--- src/rtl/systolic_ctrl.sv ---
// systolic_ctrl: sequencer for a 3x3 weight-stationary systolic array.
//   Loads 9 weights from the weight buffer into shadow registers, pulses the
//   array weight latch, then streams activation vectors into the west row
//   inputs with a one-cycle skew per row. Bottom-row south outputs are
//   de-skewed and emitted as one {y2,y1,y0} result vector per input vector.
//
// Ports:
//   clk, rst                 clock / asynchronous active-low reset
//   start, num_vec           run request + vector count (sampled in IDLE)
//   busy, done               run status / one-cycle end-of-run pulse
//   w_rd_en/addr/data        weight buffer read port (1-cycle read latency)
//   act_rd_en/addr/data      activation buffer read port (1-cycle latency)
//   weight_en, weight_bus    array weight latch strobe and shadow weights
//   compute                  array compute enable
//   west0/3/6                skewed row inputs
//   south6/7/8               bottom-row array outputs
//   res_valid, res_data      de-skewed result vectors (no backpressure)
//
// Build option: SYS_CTRL_WEIGHT_REUSE_EN adds input reuse_w; a run started
// with reuse_w=1 skips weight loading and keeps the array's current weights.
module systolic_ctrl #(
  parameter int DATA_W  = 16,
  parameter int VEC_AW  = 4,
  parameter int OUT_LAT = 3
) (
  input  logic                clk,
  input  logic                rst,
  input  logic                start,
  input  logic [VEC_AW-1:0]   num_vec,
`ifdef SYS_CTRL_WEIGHT_REUSE_EN
  input  logic                reuse_w,
`endif
  output logic                busy,
  output logic                done,
  output logic                w_rd_en,
  output logic [3:0]          w_rd_addr,
  input  logic [DATA_W-1:0]   w_rd_data,
  output logic                act_rd_en,
  output logic [VEC_AW-1:0]   act_rd_addr,
  input  logic [3*DATA_W-1:0] act_rd_data,
  output logic                weight_en,
  output logic [9*DATA_W-1:0] weight_bus,
  output logic                compute,
  output logic [DATA_W-1:0]   west0,
  output logic [DATA_W-1:0]   west3,
  output logic [DATA_W-1:0]   west6,
  input  logic [DATA_W-1:0]   south6,
  input  logic [DATA_W-1:0]   south7,
  input  logic [DATA_W-1:0]   south8,
  output logic                res_valid,
  output logic [3*DATA_W-1:0] res_data
);

  // Column 2 is sampled last, OUT_LAT+2 cycles after its vector's x0 hits west0.
  localparam int STAGES = OUT_LAT + 2;

  typedef enum logic [2:0] {IDLE, LOAD_W, WLATCH, FEED, DRAIN, DONE} state_t;

  state_t                   state;
  logic [VEC_AW-1:0]        last_idx;
  logic                     reuse;
  logic                     w_vld_d;
  logic [3:0]               w_idx_d;
  logic [8:0][DATA_W-1:0]   shadow;
  logic [STAGES:0]          vld_pipe;   // [k]: activation word valid k cycles ago
  logic [DATA_W-1:0]        x1_d, x2_d1, x2_d2;
  logic [DATA_W-1:0]        s6_d1, s6_d2, s7_d1;

`ifdef SYS_CTRL_WEIGHT_REUSE_EN
  assign reuse = reuse_w;
`else
  assign reuse = 1'b0;
`endif

  assign weight_bus = shadow;

  // Row 0 is unskewed, so the read data feeds west0 in the cycle it arrives.
  assign west0 = vld_pipe[0] ? act_rd_data[DATA_W-1:0] : '0;
  assign west3 = x1_d;
  assign west6 = x2_d2;

  always_ff @(posedge clk or negedge rst) begin
    if (!rst) begin
      state       <= IDLE;
      busy        <= 1'b0;
      done        <= 1'b0;
      w_rd_en     <= 1'b0;
      w_rd_addr   <= '0;
      act_rd_en   <= 1'b0;
      act_rd_addr <= '0;
      weight_en   <= 1'b0;
      compute     <= 1'b0;
      last_idx    <= '0;
    end else begin
      done      <= 1'b0;
      weight_en <= 1'b0;
      unique case (state)
        IDLE: if (start) begin
          busy     <= 1'b1;
          last_idx <= num_vec - VEC_AW'(1);
          if (num_vec == '0) begin
            state <= DONE;
            done  <= 1'b1;
          end else if (reuse) begin
            state       <= FEED;
            act_rd_en   <= 1'b1;
            act_rd_addr <= '0;
            compute     <= 1'b1;
          end else begin
            state     <= LOAD_W;
            w_rd_en   <= 1'b1;
            w_rd_addr <= '0;
          end
        end
        // Nine read cycles, then one idle cycle while word 8 lands.
        LOAD_W: begin
          if (!w_rd_en) begin
            state     <= WLATCH;
            weight_en <= 1'b1;
          end else if (w_rd_addr == 4'd8) begin
            w_rd_en <= 1'b0;
          end else begin
            w_rd_addr <= w_rd_addr + 4'd1;
          end
        end
        WLATCH: begin
          state       <= FEED;
          act_rd_en   <= 1'b1;
          act_rd_addr <= '0;
          compute     <= 1'b1;
        end
        FEED: begin
          if (act_rd_addr == last_idx) begin
            act_rd_en <= 1'b0;
            state     <= DRAIN;
          end else begin
            act_rd_addr <= act_rd_addr + VEC_AW'(1);
          end
        end
        // Leave once the final result is on the output and nothing is in flight.
        DRAIN: if (res_valid && vld_pipe == '0) begin
          state   <= DONE;
          done    <= 1'b1;
          compute <= 1'b0;
        end
        DONE: begin
          state <= IDLE;
          busy  <= 1'b0;
        end
        default: state <= IDLE;
      endcase
    end
  end

  always_ff @(posedge clk or negedge rst) begin
    if (!rst) begin
      w_vld_d   <= 1'b0;
      w_idx_d   <= '0;
      shadow    <= '0;
      vld_pipe  <= '0;
      x1_d      <= '0;
      x2_d1     <= '0;
      x2_d2     <= '0;
      s6_d1     <= '0;
      s6_d2     <= '0;
      s7_d1     <= '0;
      res_valid <= 1'b0;
      res_data  <= '0;
    end else begin
      // Read data returns a cycle after the strobe; capture with delayed index.
      w_vld_d <= w_rd_en;
      w_idx_d <= w_rd_addr;
      if (w_vld_d) shadow[w_idx_d] <= w_rd_data;

      vld_pipe <= {vld_pipe[STAGES-1:0], act_rd_en};

      // Input skew: row 1 one cycle late, row 2 two cycles late.
      x1_d  <= vld_pipe[0] ? act_rd_data[DATA_W +: DATA_W]   : '0;
      x2_d1 <= vld_pipe[0] ? act_rd_data[2*DATA_W +: DATA_W] : '0;
      x2_d2 <= x2_d1;

      // Output de-skew: column c emerges c cycles after column 0.
      s6_d1 <= south6;
      s6_d2 <= s6_d1;
      s7_d1 <= south7;

      res_valid <= vld_pipe[STAGES];
      res_data  <= vld_pipe[STAGES] ? {south8, s7_d1, s6_d2} : '0;
    end
  end

endmodule
--- config.mk ---
export PLATFORM = sky130hd
export DESIGN_NAME = systolic_ctrl
export DESIGN_NICKNAME = d
export VERILOG_FILES = /design/src/rtl/systolic_ctrl.sv
export SDC_FILE = /design/constraint.sdc
export NUM_CORES = 1
export LEC_CHECK = 0
export ABC_AREA = 0
export CORE_MARGIN = 4
export CORE_UTILIZATION = 49
export CTS_CLUSTER_SIZE = 24
export DETAILED_ROUTE_END_ITERATION = 8
export HOLD_SLACK_MARGIN = 0.08
export PLACE_DENSITY = 0.85
export SYNTH_ARGS = -nofsm -noshare
export SYNTH_HDL_FRONTEND = slang
export SYNTH_SLANG_ARGS = --single-unit
--- constraint.sdc ---
create_clock -name clk -period 2.9 [get_ports clk]
set_input_delay 0.58 -clock clk [delete_from_list [all_inputs] [get_ports clk]]
set_output_delay 0.58 -clock clk [all_outputs]
set_load 0.02 [all_outputs]
==> results.cfg, run 1 <==
[yosys]
yosys.area.top_type_share = 0.726
syn_inst = 696
synth_ff_type = dfrtp_1
syn_area_per_cell_um2 = 15.9
synth_edf_count = 0
async_flop_share = 1.00
ys_seq_area_frac = 0.726
synth_cell_types = 38
syn_nets = 819
synthesis.area_um2 = 11100
ys_top_cells_by_area = dfrtp_1 73%, mux2_2 15%, and2_1 5.5%, clkbuf_1 0.51%, o21ai_0 0.50%
synth-seq-cells = 321
synth_top_area_cell = dfrtp_1
synth_warnings = 0

[grt]
overflow = 0
grt_pass1_wl_mm = 45.9
track_usage = 0.241
antenna_found_initial = 1
grt_max_degree = 84
first_global_vias = 7724

[sta]
fin_crit_ns = 2.62
final.setup.tns_ns = 0
setup_viol = 0
slew_headroom = 0.329
worst_pin_slew_ns = 1.01
rsz0062_at_grt = no
skew_ns = 0.00640
fmax_mhz = 382
hold_violations = 0
final-max-slew-violation-count = 0
period_share = 0.904

[clocking]
post_cts_buffers = 0
clockBufferDepth = 3
cts_tree = done
cts_made_buffers = 31
ctsHtreeMaxLevel = 1
clockRootBuffer = clkbuf_16
clk_latency_ns = 0.55
path_clk_slew_ns = 0.06
cts_sinks = 321

[critical_path]
crit_arrival_ns = 2.04
endpoint_kind = output pin
cp.required_ns = 2.32
cp_max_fo = 31
cp-start-kind = register
critical_path_class = register to output pin
ff2ff_setup_slack_ns = 0.79
r2r-start = w_idx_d[2]$_DFF_PN0_
r2r_end = weight_bus[7]$_DFFE_PN0P_
worstRegToRegCells = 3

[layout]
final_nets = 1214
fillers = 1388
syn2layout_area_growth_pct = 46.0
utilization = 0.734
final_cells = 1393
final_common_cell = clkdlybuf4s50_1
drive_gt1_frac = 0.195
mostFrequentLayoutCells = 372 x clkdlybuf4s50_1, 320 x dfrtp_1, 144 x mux2_2
diodes = 0

[route]
ant_nets = 0
first_pass_iters = 4
via_per_inst = 5.08
drcViolationCount = 0
dr_total_vias = 7081
drt_iter0_markers = 312
wl_per_cell_um = 21.7
routed_wl_mm = 30.2

[worst_hold_path]
worstHoldStart = s6_d1[1]$_DFF_PN0_
hold_path_depth = 0
hold_class = register to register
min_to = s6_d2[1]$_DFF_PN0_

[floorplan]
coreArea_um2 = 22000
initial_utilization = 0.502
die_h_um = 158
die_area_um2 = 25100
ios = 374
row_count = 54
die_x_um = 158

[outcome]
status = finished clean

[placement]
routabilityCongestion = 0.862
place_inst = 1337
dp_hpwl_mm = 21.5
portBuffers = 373

[pwr]
power.density_nw_per_um2 = 1100
p_leak_nw = 6.97
ir_drop_uv = 576

[job]
drv_cap = 0
[cells by family after synthesis]
family                     Yosys count  share of synthesized area
AOI/OAI and AO/OA                   28                     0.0147
DFF                                321                      0.726
adders and majority gates            4                    0.00452
and+or+nand+nor                    153                     0.0860
muxes                              147                      0.149
xor gates and xnor gates             6                    0.00475
buffers and inverters               37                     0.0150
[cells in the mapped netlist (all sizes together) (2+ instances only)]
| cell type | n |
|---|---|
| nor3b | 5 |
| nand3 | 7 |
| clkbuf | 15 |
| nand2 | 13 |
| nor2 | 12 |
| o22ai | 2 |
| ha | 4 |
| mux2i | 3 |
| o21ai | 11 |
| a21oi | 9 |
| and2 | 98 |
| nor3 | 3 |
| nand4 | 2 |
| inv | 11 |
| nand3b | 4 |
| xnor2 | 6 |
| buf | 11 |
| nor4b | 4 |
| dfrtp | 321 |
| mux2 | 144 |
[flip-flops by register name, indices dropped and copies added, names as in the netlist]
| register | flops |
|---|---|
| act_rd_addr | 4 |
| act_rd_en | 1 |
| busy | 1 |
| compute | 1 |
| done | 1 |
| last_idx | 4 |
| res_data | 48 |
| res_valid | 1 |
| s6_d1 | 16 |
| s6_d2 | 16 |
| s7_d1 | 16 |
| state | 3 |
| vld_pipe | 6 |
| w_idx_d | 4 |
| w_rd_addr | 4 |
| w_rd_en | 1 |
| w_vld_d | 1 |
| weight_bus | 144 |
| weight_en | 1 |
| west3 | 16 |
| west6 | 16 |
| x2_d1 | 16 |
[where the power goes]
group,total (mW),switching [mW],internal (mW)
registers,6.76,0.846,5.91
clock network,3.75,1.63,2.12
logic,7.32,3.62,3.71
total,17.8,6.09,11.7
[metrics by stage]
step | power (mW) | worst slack, ns | hold WS (ns) | instance area [µm²]
2_1_floorplan | 10.4 | 1.08 | 0.284 | 11100
3_3_place_gp | 13.9 | 0.427 | 0.332 | 15200
3_5_place_dp | 14.2 | 0.415 | 0.335 | 15200
4_1_cts | 18.0 | 0.0200 | 0.348 | 16200
5_1_grt | 18.7 | 0.189 | 0.354 | 16200
6_report | 17.8 | 0.279 | 0.346 | 16200
[critical path, cell delays in order (launching register included)]
cell and delay, ns:
dfrtp_2 0.59, and2_1 0.26, clkdlybuf4s50_1 0.63
[metal layers]
metal	GRT usage	wire, µm
met5	0	0
met3	0.0761	2710
met4	0.0695	937
met1	0.272	10600
met2	0.439	16000
[how the worst max path moves through the flow]
stage | start | end | slack [ns]
global placement | act_rd_data[1] | west0[1] | 0.43
CTS | vld_pipe[0]$_DFF_PN0_ | west0[15] | 0.02
global route | vld_pipe[0]$_DFF_PN0_ | west0[15] | 0.19
floorplan | num_vec[0] | w_rd_addr[2]$_DFFE_PN0P_ | 1.08
finish | vld_pipe[0]$_DFF_PN0_ | west0[15] | 0.28
detailed placement | act_rd_data[1] | west0[1] | 0.41
[repair_timing]
| item | 4_1_cts | 5_1_grt |
|---|---|---|
| resized for setup | 0 | 1 |
| endpoints found under the hold margin | 76 | 0 |
| setup endpoints to repair | 0 | 7 |
| hold buffers | 1 | 0 |
[layout make-up]
cell class	instances	area, µm²	share of cell area
Clock buffer	47	896	0.0554
Multi-Input combinational cell	338	2880	0.178
Tap cell	280	350	0.0217
Inverter	11	41.3	0.00255
Clock inverter	8	55.1	0.00341
Timing Repair Buffer	388	3900	0.242
Sequential cell	321	8030	0.497
Note: power is estimated with default switching activity, not from simulation.
==> inputs of run 2 (changes only) <==
--- a/config.mk
+++ b/config.mk
@@ -6,12 +6,14 @@
 export NUM_CORES = 1
 export LEC_CHECK = 0
 export ABC_AREA = 0
+export CELL_PAD_IN_SITES_DETAIL_PLACEMENT = 1
+export CELL_PAD_IN_SITES_GLOBAL_PLACEMENT = 1
 export CORE_MARGIN = 4
-export CORE_UTILIZATION = 49
+export CORE_UTILIZATION = 39
 export CTS_CLUSTER_SIZE = 24
 export DETAILED_ROUTE_END_ITERATION = 8
 export HOLD_SLACK_MARGIN = 0.08
-export PLACE_DENSITY = 0.85
+export PLACE_DENSITY_LB_ADDON = 0.1
 export SYNTH_ARGS = -nofsm -noshare
 export SYNTH_HDL_FRONTEND = slang
 export SYNTH_SLANG_ARGS = --single-unit
==> results.cfg, run 2 (synthesis gave the netlist of run 1 again) <==
[sta]
final-max-slew-violation-count = 0
hold_violations = 0
worst_pin_slew_ns = 0.916
hold_slack_ns = 0.344
rsz0062_at_grt = no
final.setup.tns_ns = 0
fmax_mhz = 398
fin_crit_ns = 2.51
setup_viol = 0
period_share = 0.867
slew_headroom = 0.389
skew_ns = 0.0148

[pwr]
sw_frac_of_total = 0.335
p_leak_nw = 7.02
intPower_mw = 12.1
p_comb_frac = 0.398
power.density_nw_per_um2 = 1110
ir_drop_uv = 466
clockPowerShare = 0.232
power.switching_mw = 6.11
seqPwrFrac = 0.370

[layout]
utilization = 0.589
largest_reg_flops = 144
final_cells = 1497
fillers = 2605
final_nets = 1218
drive_gt1_frac = 0.197
mostFrequentLayoutCells = 372 x clkdlybuf4s50_1, 320 x dfrtp_1, 144 x mux2_2
layout.area.seq_um2 = 8030
stdcell_area_um2 = 16400
final_common_cell = clkdlybuf4s50_1
syn2layout_area_growth_pct = 48.3
multi_input_area_um2 = 2880

[critical_path]
cp_slowest_cell = dfrtp_2
cp.required_ns = 2.32
critical_path_class = register to output pin
endpoint_kind = output pin
critPathMaxStageDelay_ns = 0.62
path_cells = and2_1, clkdlybuf4s50_1
worstRegToRegCells = 3
cp-start-kind = register
crit_arrival_ns = 1.93
cp_max_fo = 29

[grt]
grtUsageMet2 = 0.339
track_usage = 0.198
grtUsageMet1 = 0.236
grt_pass1_wl_mm = 47.5
grtUsageMet3 = 0.0730
overflow = 0
antenna_found_initial = 2
busiest_layer = met2
grt_max_degree = 67
first_global_vias = 7755

[clocking]
cts_sinks = 321
cts_made_buffers = 36
clk_latency_ns = 0.50
clockBufferDepth = 3
clockRootBuffer = clkbuf_16
path_clk_slew_ns = 0.06
cts_tree = done
post_cts_buffers = 0
ctsHtreeMaxLevel = 2

[job]
drv_cap = 0

[worst_hold_path]
hold_class = register to register
hold_path_depth = 0

[route]
wl_per_cell_um = 20.6
routed_wl_mm = 30.9
ant_nets = 0
first_pass_iters = 4
drt_iter0_markers = 361
dr_total_vias = 7058
drcViolationCount = 0
via_per_inst = 4.71

[placement]
postPlaceCellArea_um2 = 15300
dp_hpwl_mm = 22.1
routabilityCongestion = 0.741
place_inst = 1434
portBuffers = 373

[floorplan]
coreArea_um2 = 27900
initial_utilization = 0.397
die_h_um = 176
row_count = 61
ios = 374
die_x_um = 176
die_area_um2 = 31100

[outcome]
status = finished clean
-- run 2: changes by cell type in the layout (fill, tap and decap cells not counted), sizes merged --
cell	previous run	this run
diode	0	1
buf	15	14
inv	12	13
clkinv	7	4
clkbuf	47	55
-- run 2: worst paths after layout --
path,from,to,slack (ns)
max in group asynchronous,rst,weight_bus[139]$_DFFE_PN0P_,1.45
max,vld_pipe[0]$_DFF_PN0_,west0[10],0.39
min in group asynchronous,rst,weight_bus[23]$_DFFE_PN0P_,0.61
max reg2reg,w_idx_d[2]$_DFF_PN0_,weight_bus[6]$_DFFE_PN0P_,0.95
min reg2reg,x2_d1[8]$_DFF_PN0_,west6[8]$_DFF_PN0_,0.34
min,x2_d1[8]$_DFF_PN0_,west6[8]$_DFF_PN0_,0.34
-- run 2: critical path: cells and delay by family, from the launching register on --
kind          cells  cell delay, ns
buf+inv           1            0.62
flops             1            0.62
simple gates      1            0.19
-- run 2: metrics by stage --
stage / power [mW] / setup slack (ns)
3_5_place_dp: 14.2 / 0.399
4_1_cts: 18.5 / 0.0843
6_report: 18.2 / 0.385
5_1_grt: 19.2 / 0.252
2_1_floorplan: 10.4 / 1.08
3_3_place_gp: 14.0 / 0.465
-- run 2: cell type report --
type / count / area share
sequential: 321 / 0.489
timing repair buffer: 387 / 0.237
multi-input combinational: 338 / 0.175
clock buffer: 55 / 0.0642
tap: 378 / 0.0288
inverter: 11 / 0.00252
clock inverter: 6 / 0.00229
antenna: 1 / 0.000152
-- run 2: metal layers --
metal	wire length [µm]	part of all wire	vias to the layer above
li1	-	-	3129
met1	11900	0.38	3601
met2	15400	0.50	277
met3	2940	0.095	49
met4	695	0.022	2
met5	7	0.00023	-
-- run 2: repair_timing --
action | 4_1_cts | 5_1_grt
hold endpoints to repair | 53 | 0
hold buffers | 1 | 0
endpoints found under the setup margin | 0 | 15
gates resized for setup | 0 | 1
-- run 2: power groups by stage --
stage / clock [mW] / combinational (mW) / sequential (mW)
floorplan: 0 / 2.21 / 8.19
global placement: 0 / 7.23 / 6.75
detailed placement: 0 / 7.35 / 6.83
CTS: 4.36 / 7.39 / 6.77
global route: 4.55 / 7.70 / 6.95
finish: 4.22 / 7.26 / 6.74
==> RTL edit, RTL diff (config.mk and constraints of run 1) <==
Set the parameter `DATA_W` to 20 (it was 16).
--- a/src/rtl/systolic_ctrl.sv
+++ b/src/rtl/systolic_ctrl.sv
@@ -19,7 +19,7 @@
 // Build option: SYS_CTRL_WEIGHT_REUSE_EN adds input reuse_w; a run started
 // with reuse_w=1 skips weight loading and keeps the array's current weights.
 module systolic_ctrl #(
-  parameter int DATA_W  = 16,
+  parameter int DATA_W  = 20,
   parameter int VEC_AW  = 4,
   parameter int OUT_LAT = 3
 ) (
Ports: changed (10 resized); port bits go from 374 to 462. No check against the original RTL was run, so the function may have changed too.
==> RTL edit against run 1 <==
Total power rose by 29%; synthesized area rose by 21%; fmax fell by 2.3%; setup slack got worse by 0.062 ns; sequential power rose by 23%; cell area rose by 23%; sequential cell count rose by 72; wire length rose by 17%.
==> RTL edit: results (changes against run 1) <==
| Metric | Value |
|---|---|
| Status | `complete, no violations` |
| Mean post-synth cell area | `16.13 um^2 (+1.4%)` |
| Final HPWL DP | `24.90 mm (+16%)` |
| FILL cells | `1,636 (+18%)` |
| First-pass GRT wire length | `54.49 mm (+19%)` |
| R2r endpoint | `weight_bus[80]` |
| Post-Layout Cell Count | `1,694 (+22%)` |
| Critical Path Fanout Max | `27 (-13%)` |
| Number of CTS-inserted buffers | `39 (+26%)` |
| Layout cells sized above 1 | `20.33% (+0.83 points)` |
| Worst IR drop on VDD | `0.6577 mV (+14%)` |
| Crit-path slowest cell | `dfrtp_1` |
| Via Count | `8,485 (+20%)` |
| Family with the most delay on the worst path | `flip-flops` |
| Synth top cells by count | `dfrtp_1, mux2_2, and2_1` |
| CP max stage delay | `0.71 ns (+0.08 ns)` |
| Gp weighted congestion | `0.7938 (-7.9%)` |
| Total wire length | `35.50 mm (+17%)` |
| H-tree depth | `2 (+1)` |
| Post-DP Area | `18,550 um^2 (+22%)` |
| Reg2reg start | `w_idx_d[3]` |
| Port Buffers | `461 (+24%)` |
| Global Route Usage Sum | `23.36% (-0.70 points)` |
| Post-route worst hold slack | `0.3470 ns (+0.0004890 ns)` |
| Worst slack, placed | `0.4246 ns (+0.009811 ns)` |
| Distinct cells, synth | `40 (+5.3%)` |
| Post-synthesis sequential area ratio | `73.39% (+0.81 points)` |
| Placed insts | `1,623 (+21%)` |
| Leakage power | `8.546 nW (+23%)` |
| Initial antenna violation count | `0 (-1)` |
| Slew headroom | `24.57% (-8.3 points)` |
| Max reg flops | `180 (+25%)` |
| Clock Latency Late Sink | `0.51 ns (-0.04 ns)` |
| Layout net count | `1,475 (+21%)` |
| Vias in the first global route | `9,291 (+20%)` |
| Hold-fix buffers at CTS | `1 (unchanged)` |
| Worst Clk Skew | `0.01161 ns (+0.005217 ns)` |
| Hold endpoint | `west6[0]` |
| Hold Crit Start | `x2_d1[0]` |
## RTL edit: changes by cell type after synthesis, sizes merged, moves of 3 or more
cell | before | now
nor4b | 4 | 1
mux2 | 144 | 180
a21oi | 9 | 5
and2 | 98 | 121
nand3 | 7 | 2
dfrtp | 321 | 393
clkbuf | 15 | 21
## RTL edit: worst max path at each step
stage / start / end / slack (ns)
after detailed placement: start / w_rd_addr[2] / 0.42
after CTS: vld_pipe[0] / west0[17] / 0.19
after global placement: start / w_rd_addr[2] / 0.48
final: vld_pipe[0] / west0[17] / 0.22
after floorplan: w_rd_addr[0] / w_rd_addr[2] / 1.21
after global routing: vld_pipe[0] / west0[18] / 0.08
## RTL edit: kinds of logic after synthesis
group                    count (synthesis)  share of synthesized area (%)
flip-flops                             393                          73.39
adder cells (fa/ha/maj)                  4                         0.3735
buffers and inverters                   43                          1.363
AND/OR/NAND/NOR                        178                          8.058
AO/OA/AOI/OAI                           24                          1.074
XOR/XNOR                                 6                         0.3922
multiplexers                           183                          15.35
## RTL edit: power by group
part | switching, mW | total [mW] | internal, mW
sequential | 1.02 | 8.34 | 7.32
clock | 2.04 | 5.29 | 3.25
combinational | 4.55 | 9.30 | 4.75
## RTL edit: area by class of cell
class,instances,share of cell area [%]
tap,341,2.139
multi-input combinational,395,17.03
timing repair buffer,485,24.39
inverter,10,0.1882
sequential,393,49.31
clock inverter,13,0.9033
clock buffer,57,6.047
## RTL edit: routing by layer
metal,vias to the layer above,track usage [%],share of wire [%]
met1,4264,24.91,34
met2,340,43.24,53
met5,-,0,0
li1,3788,-,-
met4,0,9.511,4.6
met3,93,6.848,7.6
